===== src/rtl/udp_tx_pkg.sv =====
// Shared types and helpers for the UDP packet serializer.
// Holds the FSM state encoding, header geometry and the
// ones-complement arithmetic used by the checksum accumulator.
package udp_tx_pkg;

    typedef enum logic [2:0] {
        ST_IDLE  = 3'd0,
        ST_FILL  = 3'd1,
        ST_DRAIN = 3'd2,
        ST_FINAL = 3'd3,
        ST_START = 3'd4,
        ST_SHIFT = 3'd5,
        ST_GAP   = 3'd6
    } tx_state_e;

    // Minimum legal packet: the 8-byte UDP header.
    localparam int UDP_HDR_BYTES = 8;
    // Byte offset of the 16-bit checksum field inside the header.
    localparam int CSUM_OFFSET   = 6;

    // 16-bit ones-complement addition (end-around carry).
    function automatic logic [15:0] ones_add(input logic [15:0] a, input logic [15:0] b);
        logic [16:0] s;
        s = {1'b0, a} + {1'b0, b};
        return s[15:0] + {15'd0, s[16]};
    endfunction

    // Final checksum: complement of the sum, with 0x0000 sent as 0xFFFF.
    function automatic logic [15:0] csum_final(input logic [15:0] sum);
        return (sum == 16'hFFFF) ? 16'hFFFF : ~sum;
    endfunction

endpackage


===== src/rtl/udp_packet_tx_if.sv =====
// Byte-stream input handshake of the UDP packet serializer.
// The upstream (master) holds i_data/i_last while i_valid is high
// until o_ready is seen high on a clock edge.
interface udp_packet_tx_if;
    logic [7:0] i_data;
    logic       i_valid;
    logic       i_last;
    logic       o_ready;

    modport master (output i_data, output i_valid, output i_last, input o_ready);
    modport slave  (input i_data, input i_valid, input i_last, output o_ready);
endinterface


===== src/rtl/udp_csum_acc.sv =====
// UDP checksum accumulator: 16-bit ones-complement running sum with
// end-around carry, plus the final complement (zero sent as 0xFFFF).
// Only instantiated when UDP_TX_CSUM_EN is defined.
module udp_csum_acc
    import udp_tx_pkg::*;
(
    input  logic        clk,
    input  logic        rst_n,
    input  logic        clr,
    input  logic        add_en,
    input  logic [15:0] word,
    output logic [15:0] csum
);

    logic [15:0] sum_r;

    // Running sum: cleared at the first byte of a packet, folded per word.
    always_ff @(posedge clk or negedge rst_n) begin
        if (!rst_n) begin
            sum_r <= 16'h0000;
        end else if (clr) begin
            sum_r <= 16'h0000;
        end else if (add_en) begin
            sum_r <= ones_add(sum_r, word);
        end else begin
            sum_r <= sum_r;
        end
    end

    assign csum = csum_final(sum_r);

endmodule


===== src/rtl/udp_packet_tx.sv =====
// UDP packet serializer: buffers one packet (header + payload),
// computes the UDP checksum on the fly, then sends a start bit, each
// byte MSB first with a low spacer cycle, and a low inter-packet gap.
// Short packets (< 8 bytes) and oversize packets are dropped with an
// o_error pulse.
// Optional feature macro: UDP_TX_CSUM_EN (checksum computation and
// insertion). Without it the checksum field is sent as 0x0000.
module udp_packet_tx
    import udp_tx_pkg::*;
#(
    parameter int MAX_BYTES  = 64,
    parameter int GAP_CYCLES = 2
) (
    input  logic              i_clk,
    input  logic              i_rst_n,
    udp_packet_tx_if.slave    in_bus,
    output logic              o_serial,
    output logic              o_busy,
    output logic              o_done,
    output logic              o_error,
    output logic [15:0]       o_csum
);

    localparam int CW = $clog2(MAX_BYTES + 1);
    localparam int AW = $clog2(MAX_BYTES);
    localparam int GW = (GAP_CYCLES < 1) ? 1 : $clog2(GAP_CYCLES + 1);

    localparam logic [CW-1:0] MAX_CNT = CW'(MAX_BYTES);
    localparam logic [CW-1:0] HDR_CNT = CW'(UDP_HDR_BYTES);
    localparam logic [CW-1:0] CSUM_HI = CW'(CSUM_OFFSET);
    localparam logic [CW-1:0] CSUM_LO = CW'(CSUM_OFFSET + 1);
    localparam logic [GW-1:0] GAP_CNT = GW'(GAP_CYCLES);

    tx_state_e      state_r;
    logic [CW-1:0]  count_r;
    logic [CW-1:0]  byte_idx_r;
    logic [3:0]     bit_idx_r;
    logic [GW-1:0]  gap_cnt_r;

    logic [7:0]     mem [MAX_BYTES];

    logic           ready_s;
    logic           accept_s;
    logic           buf_wr_s;
    logic [AW-1:0]  wr_addr_s;
    logic [CW-1:0]  cnt_inc_s;
    logic [CW-1:0]  last_idx_s;
    logic [CW-1:0]  rd_idx_s;
    logic [2:0]     rd_bit_s;
    logic [7:0]     rd_byte_s;
    logic [7:0]     tx_byte_s;
    logic           tx_bit_s;
    logic [15:0]    csum_s;

    assign ready_s        = (state_r == ST_IDLE) || (state_r == ST_FILL) || (state_r == ST_DRAIN);
    assign in_bus.o_ready = ready_s;
    assign accept_s       = in_bus.i_valid && ready_s;
    assign cnt_inc_s      = count_r + CW'(1);
    assign last_idx_s     = count_r - CW'(1);

    // Buffer write qualification: first byte in IDLE, later bytes in FILL while room remains.
    always_comb begin
        buf_wr_s  = 1'b0;
        wr_addr_s = '0;
        if (accept_s && (state_r == ST_IDLE)) begin
            buf_wr_s  = 1'b1;
            wr_addr_s = '0;
        end else if (accept_s && (state_r == ST_FILL) && (count_r != MAX_CNT)) begin
            buf_wr_s  = 1'b1;
            wr_addr_s = count_r[AW-1:0];
        end else begin
            buf_wr_s  = 1'b0;
        end
    end

    // Packet buffer write port; contents are don't-care until written.
    always_ff @(posedge i_clk) begin
        if (buf_wr_s) begin
            mem[wr_addr_s] <= in_bus.i_data;
        end
    end

    // Select the byte/bit that the serial line shows in the next cycle.
    always_comb begin
        rd_idx_s = byte_idx_r;
        rd_bit_s = 3'd7;
        if (state_r == ST_START) begin
            rd_idx_s = '0;
            rd_bit_s = 3'd7;
        end else if (bit_idx_r == 4'd8) begin
            rd_idx_s = byte_idx_r + CW'(1);
            rd_bit_s = 3'd7;
        end else begin
            rd_idx_s = byte_idx_r;
            rd_bit_s = 3'(4'd6 - bit_idx_r);
        end
        rd_byte_s = mem[rd_idx_s[AW-1:0]];
        if (rd_idx_s == CSUM_HI) begin
            tx_byte_s = o_csum[15:8];
        end else if (rd_idx_s == CSUM_LO) begin
            tx_byte_s = o_csum[7:0];
        end else begin
            tx_byte_s = rd_byte_s;
        end
        tx_bit_s = tx_byte_s[rd_bit_s];
    end

`ifdef UDP_TX_CSUM_EN
    logic [CW-1:0]  csum_idx_s;
    logic [7:0]     byte_m_s;
    logic [7:0]     hi_r;
    logic           acc_clr_s;
    logic           acc_add_s;
    logic [15:0]    acc_word_s;

    // Pair buffered bytes into words; checksum field counts as zero, odd tail padded.
    always_comb begin
        acc_clr_s  = 1'b0;
        acc_add_s  = 1'b0;
        acc_word_s = 16'h0000;
        csum_idx_s = (state_r == ST_IDLE) ? '0 : count_r;
        byte_m_s   = ((csum_idx_s == CSUM_HI) || (csum_idx_s == CSUM_LO)) ? 8'h00 : in_bus.i_data;
        if (buf_wr_s) begin
            acc_clr_s = (state_r == ST_IDLE);
            if (csum_idx_s[0]) begin
                acc_add_s  = 1'b1;
                acc_word_s = {hi_r, byte_m_s};
            end else if (in_bus.i_last) begin
                acc_add_s  = 1'b1;
                acc_word_s = {byte_m_s, 8'h00};
            end else begin
                acc_add_s  = 1'b0;
            end
        end else begin
            acc_clr_s = 1'b0;
        end
    end

    // Hold the even (high) byte until its odd partner arrives.
    always_ff @(posedge i_clk or negedge i_rst_n) begin
        if (!i_rst_n) begin
            hi_r <= 8'h00;
        end else if (buf_wr_s && !csum_idx_s[0]) begin
            hi_r <= byte_m_s;
        end else begin
            hi_r <= hi_r;
        end
    end

    udp_csum_acc u_csum_acc (
        .clk    (i_clk),
        .rst_n  (i_rst_n),
        .clr    (acc_clr_s),
        .add_en (acc_add_s),
        .word   (acc_word_s),
        .csum   (csum_s)
    );
`else
    assign csum_s = 16'h0000;
`endif

    // Main FSM; outputs are registered together with the state they belong to.
    always_ff @(posedge i_clk or negedge i_rst_n) begin
        if (!i_rst_n) begin
            state_r    <= ST_IDLE;
            count_r    <= '0;
            byte_idx_r <= '0;
            bit_idx_r  <= 4'd0;
            gap_cnt_r  <= '0;
            o_serial   <= 1'b0;
            o_busy     <= 1'b0;
            o_done     <= 1'b0;
            o_error    <= 1'b0;
            o_csum     <= 16'h0000;
        end else begin
            o_serial <= 1'b0;
            o_done   <= 1'b0;
            o_error  <= 1'b0;
            case (state_r)
                ST_IDLE: begin
                    if (accept_s) begin
                        count_r <= CW'(1);
                        if (in_bus.i_last) begin
                            o_error <= 1'b1;
                            state_r <= ST_IDLE;
                        end else begin
                            state_r <= ST_FILL;
                        end
                    end else begin
                        state_r <= ST_IDLE;
                    end
                end
                ST_FILL: begin
                    if (accept_s) begin
                        if (count_r == MAX_CNT) begin
                            if (in_bus.i_last) begin
                                o_error <= 1'b1;
                                state_r <= ST_IDLE;
                            end else begin
                                state_r <= ST_DRAIN;
                            end
                        end else begin
                            count_r <= cnt_inc_s;
                            if (in_bus.i_last && (cnt_inc_s < HDR_CNT)) begin
                                o_error <= 1'b1;
                                state_r <= ST_IDLE;
                            end else if (in_bus.i_last) begin
                                state_r <= ST_FINAL;
                            end else begin
                                state_r <= ST_FILL;
                            end
                        end
                    end else begin
                        state_r <= ST_FILL;
                    end
                end
                ST_DRAIN: begin
                    if (accept_s && in_bus.i_last) begin
                        o_error <= 1'b1;
                        state_r <= ST_IDLE;
                    end else begin
                        state_r <= ST_DRAIN;
                    end
                end
                ST_FINAL: begin
                    o_csum   <= csum_s;
                    o_serial <= 1'b1;
                    o_busy   <= 1'b1;
                    state_r  <= ST_START;
                end
                ST_START: begin
                    o_serial   <= tx_bit_s;
                    byte_idx_r <= '0;
                    bit_idx_r  <= 4'd0;
                    state_r    <= ST_SHIFT;
                end
                ST_SHIFT: begin
                    if (bit_idx_r == 4'd8) begin
                        if (byte_idx_r == last_idx_s) begin
                            gap_cnt_r <= GW'(1);
                            o_done    <= (GAP_CNT == GW'(1));
                            state_r   <= ST_GAP;
                        end else begin
                            byte_idx_r <= byte_idx_r + CW'(1);
                            bit_idx_r  <= 4'd0;
                            o_serial   <= tx_bit_s;
                        end
                    end else if (bit_idx_r == 4'd7) begin
                        bit_idx_r <= 4'd8;
                    end else begin
                        bit_idx_r <= bit_idx_r + 4'd1;
                        o_serial  <= tx_bit_s;
                    end
                end
                ST_GAP: begin
                    if (gap_cnt_r == GAP_CNT) begin
                        o_busy  <= 1'b0;
                        state_r <= ST_IDLE;
                    end else begin
                        gap_cnt_r <= gap_cnt_r + GW'(1);
                        o_done    <= ((gap_cnt_r + GW'(1)) == GAP_CNT);
                    end
                end
                default: begin
                    o_busy  <= 1'b0;
                    state_r <= ST_IDLE;
                end
            endcase
        end
    end

endmodule


===== src/flat_wrapper.sv =====
// flat-port wrapper written by rule: the top's interface ports become plain ports
module udp_packet_tx_flat import udp_tx_pkg::*;
#(
    parameter int MAX_BYTES  = 64,
    parameter int GAP_CYCLES = 2
)
  (i_clk, i_rst_n, o_serial, o_busy, o_done, o_error, o_csum, in_bus_i_data, in_bus_i_valid, in_bus_i_last, in_bus_o_ready);
  udp_packet_tx_if in_bus_i ();
  input  logic i_clk;
  input  logic i_rst_n;
  output logic o_serial;
  output logic o_busy;
  output logic o_done;
  output logic o_error;
  output logic [15:0] o_csum;
  input wire logic [$bits(in_bus_i.i_data)-1:0] in_bus_i_data;
  input wire logic [$bits(in_bus_i.i_valid)-1:0] in_bus_i_valid;
  input wire logic [$bits(in_bus_i.i_last)-1:0] in_bus_i_last;
  output wire logic [$bits(in_bus_i.o_ready)-1:0] in_bus_o_ready;
  assign in_bus_i.i_data = in_bus_i_data;
  assign in_bus_i.i_valid = in_bus_i_valid;
  assign in_bus_i.i_last = in_bus_i_last;
  assign in_bus_o_ready = in_bus_i.o_ready;
  udp_packet_tx #(.MAX_BYTES(MAX_BYTES), .GAP_CYCLES(GAP_CYCLES)) u_core (.i_clk(i_clk), .i_rst_n(i_rst_n), .in_bus(in_bus_i), .o_serial(o_serial), .o_busy(o_busy), .o_done(o_done), .o_error(o_error), .o_csum(o_csum));
endmodule

===== config.mk =====
export PLATFORM = sky130hd
export DESIGN_NAME = udp_packet_tx_flat
export DESIGN_NICKNAME = d
export VERILOG_FILES = /design/src/rtl/udp_tx_pkg.sv /design/src/rtl/udp_packet_tx_if.sv /design/src/rtl/udp_csum_acc.sv /design/src/rtl/udp_packet_tx.sv /design/src/flat_wrapper.sv
export SDC_FILE = /design/constraint.sdc
export NUM_CORES = 1
export LEC_CHECK = 0
export CORE_ASPECT_RATIO = 0.8
export CORE_UTILIZATION = 40
export DETAILED_ROUTE_END_ITERATION = 12
export PLACE_DENSITY = 0.62
export SKIP_CTS_REPAIR_TIMING = 1
export SLEW_MARGIN = 20
export SYNTH_ARGS = -nofsm -noshare
export SYNTH_HDL_FRONTEND = slang
export SYNTH_HIERARCHICAL = 1
export SYNTH_SLANG_ARGS = --single-unit

===== constraint.sdc =====
create_clock -name i_clk -period 4.3 [get_ports i_clk]
set_input_delay 0.43 -clock i_clk [delete_from_list [all_inputs] [get_ports i_clk]]
set_output_delay 0.43 -clock i_clk [all_outputs]
set_load 0.005 [all_outputs]

==> key figures <==
Run status
  – Outcome: finished, final reports clean

STA
  – Min Tclk post-route: 4.097 ns
  – Slew headroom: 33.05%
  – # setup viols final: 0
  – Setup TNS: 0 ns
  – Fin. Hold Viols: 0
  – Clk_skew: 0.02868 ns
  – Worst Slack Setup Final: 0.2030 ns
  – Pins over their slew limit: 0
  – Final period util: 95.28%
  – Worst-Margin Slew: 0.9790 ns
  – Unrepaired setup endpoints after global routing: no
  – Fmax: 244.1 MHz

Die
  – Die height: 216.0 µm
  – Core area: 56600 µm²
  – IO Count: 33
  – Row count: 78
  – DIE AREA: 58200 µm²
  – Starting Density: 40.45%
  – Die X: 269.5 µm

Routing
  – Routed Antenna Nets: 0
  – DRC: 0
  – Final Routed Wirelength: 70070 µm
  – DR WL/cell: 26.40 µm
  – Total number of vias: 15734
  – Iteration-0 DRC Markers: 2144
  – Vias/cell: 5.928
  – First-pass detailed-route iteration total: 5

Final layout
  – Finished Layout Cells: 2654
  – Share of cells above drive strength 1: 13.64%
  – FILL cells: 5030
  – Layout area overhead: 13.95%
  – NumNets Final: 1874

GRT
  – First-pass GRT wire length: 102100 µm
  – Initial antenna violation count: 3
  – GRT Total Usage: 23.99%
  – Grt ovf: 0
  – Largest net degree at the start of global routing: 65
  – Vias in the first global route: 14961

Placed design
  – DPL Wire Length: 46000 µm
  – Routability cong.: 0.9856
  – Placed cells: 2563
  – PortBufs: 16
  – Dpl ws: 0.4072 ns

Yosys
  – Synth unique cells: 88
  – Count leader, synth: edfxtp_1
  – Synth cell count leaders: edfxtp_1, nand2_1, nor2_1
  – Cells after Synth: 1736
  – Number of synthesized flops with an enable pin: 512
  – Share of the synthesized area in the top cell type: 67.15%
  – Asr flop ratio synth: 5.009%
  – Cell area after synthesis: 22890 µm²
  – Synth area leader: edfxtp_1
  – Area contributors post-synth: edfxtp_1, nand2_1, mux2i_1
  – Synth Area per Inst: 13.19 µm²
  – Seq/Total Area, Yosys: 70.11%
  – Most common flop cell mapped by yosys: edfxtp_1
  – Number of synthesized register bits: 539
  – Synth warn: 6

Min path
  – Hold Crit Class: in -> async

Worst setup path
  – R2R Path Start: u_core/bit_idx_r[0]$_DFFE_PN0P_
  – Worst EP arrival: 4.63 ns
  – CP endpoint kind: register
  – Crit start category: register
  – Crit-path max FO: 15
  – WS Path Type: reg -> reg
  – Critical Path RT: 4.83 ns
  – Worst Setup SP: u_core/bit_idx_r[0]$_DFFE_PN0P_

Clocking
  – Clock latency reported for the late side of the worst-skew pair: 0.61 ns
  – Cts bufs inserted: 50
  – H-tree Lvls: 2
  – Worst-path clk slew: 0.07 ns
  – Clock sinks: 539
  – CTS root buffer: clkbuf_16
  – TritonCTS clock tree: built
  – CTS Buffer Depth: 3

Pwr
  – Total chip power: 9.960 mW
  – Leak Pwr: 9.175 nW
  – Peak supply drop: 0.0003581 V
  – Power per Cell Area: 381.8 nW/µm²

Flow run
  – Max-cap check violation count: 0
## stage by stage
step           util, %  area [µm²]  hold slack [ns]
2_1_floorplan        -       22950           0.1344
3_3_place_gp     43.50       24620           0.4873
3_5_place_dp     43.50       24620           0.5011
4_1_cts          46.07       26080           0.2077
5_1_grt          46.08       26080           0.2578
6_report         46.09       26090           0.2176
## final timing paths
path	slack, ns	cells past startpoint	end
max in group asynchronous	3.78	2	u_core/count_r[5]$_DFFE_PN0P_
hold reg to reg	0.51	2	u_core/gap_cnt_r[1]$_DFFE_PN0P_
setup reg to reg	0.20	12	u_core/o_serial$_DFF_PN0_
hold / removal	0.22	2	u_core/o_serial$_DFF_PN0_
min in group i_clk	0.27	1	u_core/mem[15][1]$_DFFE_PP_
setup / recovery	0.20	12	u_core/o_serial$_DFF_PN0_
## worst max-delay path, cell delays in order, from the launching register on
cell and delay (ns):
dfrtp_1 0.41, inv_1 0.13, ha_1 0.37, nand3b_4 0.25, or3_1 0.49, a21o_1 0.45
buf_4 0.30, a2111oi_0 0.84, a211oi_1 0.10, o211ai_1 0.23, and4b_1 0.26, o31ai_1 0.09
o211ai_1 0.09
## layout by cell type (no fill, tap or decap), types with 8 or more instances in the layout
| cell | instances |
|---|---|
| and3_1 | 8 |
| buf_2 | 8 |
| a21oi_1 | 78 |
| a32oi_1 | 13 |
| conb_1 | 16 |
| clkbuf_16 | 50 |
| nor4_1 | 13 |
| mux2i_1 | 73 |
| edfxtp_1 | 512 |
| dfrtp_1 | 27 |
| clkinv_1 | 14 |
| o21ai_0 | 43 |
| buf_4 | 146 |
| xnor2_1 | 8 |
| nor3_1 | 20 |
| nor2_1 | 111 |
| o22ai_1 | 42 |
| clkdlybuf4s50_1 | 8 |
| nand2_1 | 323 |
| o221ai_1 | 12 |
| nor2b_1 | 9 |
| nand4_1 | 21 |
| clkbuf_1 | 16 |
| a31oi_1 | 25 |
| inv_1 | 11 |
| nand3_1 | 104 |
| o211ai_1 | 9 |
## where the power goes
group	switching (mW)	internal (mW)	total, mW
combinational	0.101	0.0105	0.111
clock	1.91	2.20	4.11
sequential	0	5.74	5.74
## state kept, by name, indices dropped and copies added, names as in the netlist
name	cells
u_core/mem	512
u_core/byte_idx_r	7
u_core/count_r	7
u_core/bit_idx_r	4
u_core/state_r	3
u_core/gap_cnt_r	2
u_core/o_busy	1
u_core/o_done	1
u_core/o_error	1
u_core/o_serial	1
## layer usage
metal  vias up  share of wire, %  track usage, %  wire (µm)
met5         -             0.050               0         35
met4         4               2.9           7.538       2025
met3       148                13           7.466       9209
met2       976                42           34.55      29600
met1      7830                42           34.44      29190
li1       6776                 -               -          -
## kinds of logic after synthesis
family	synth area share [%]
mux	4.039
flops	70.11
simple gates	12.92
xor+xnor	0.6723
compound gates	8.695
fa+ha+maj	0.3825
other cells	0.01638
buf+inv	3.170
## cell type report
cell class | count | area (µm²) | share of cell area, %
multi-input combinational | 1083 | 6226 | 23.87
clock inverter | 23 | 142.6 | 0.5468
inverter | 12 | 45.04 | 0.1727
antenna | 2 | 5.005 | 0.01918
timing repair buffer | 169 | 1356 | 5.199
tap | 760 | 950.9 | 3.645
sequential | 539 | 16050 | 61.53
clock buffer | 66 | 1311 | 5.026
Power figures use the tool's default switching activity.
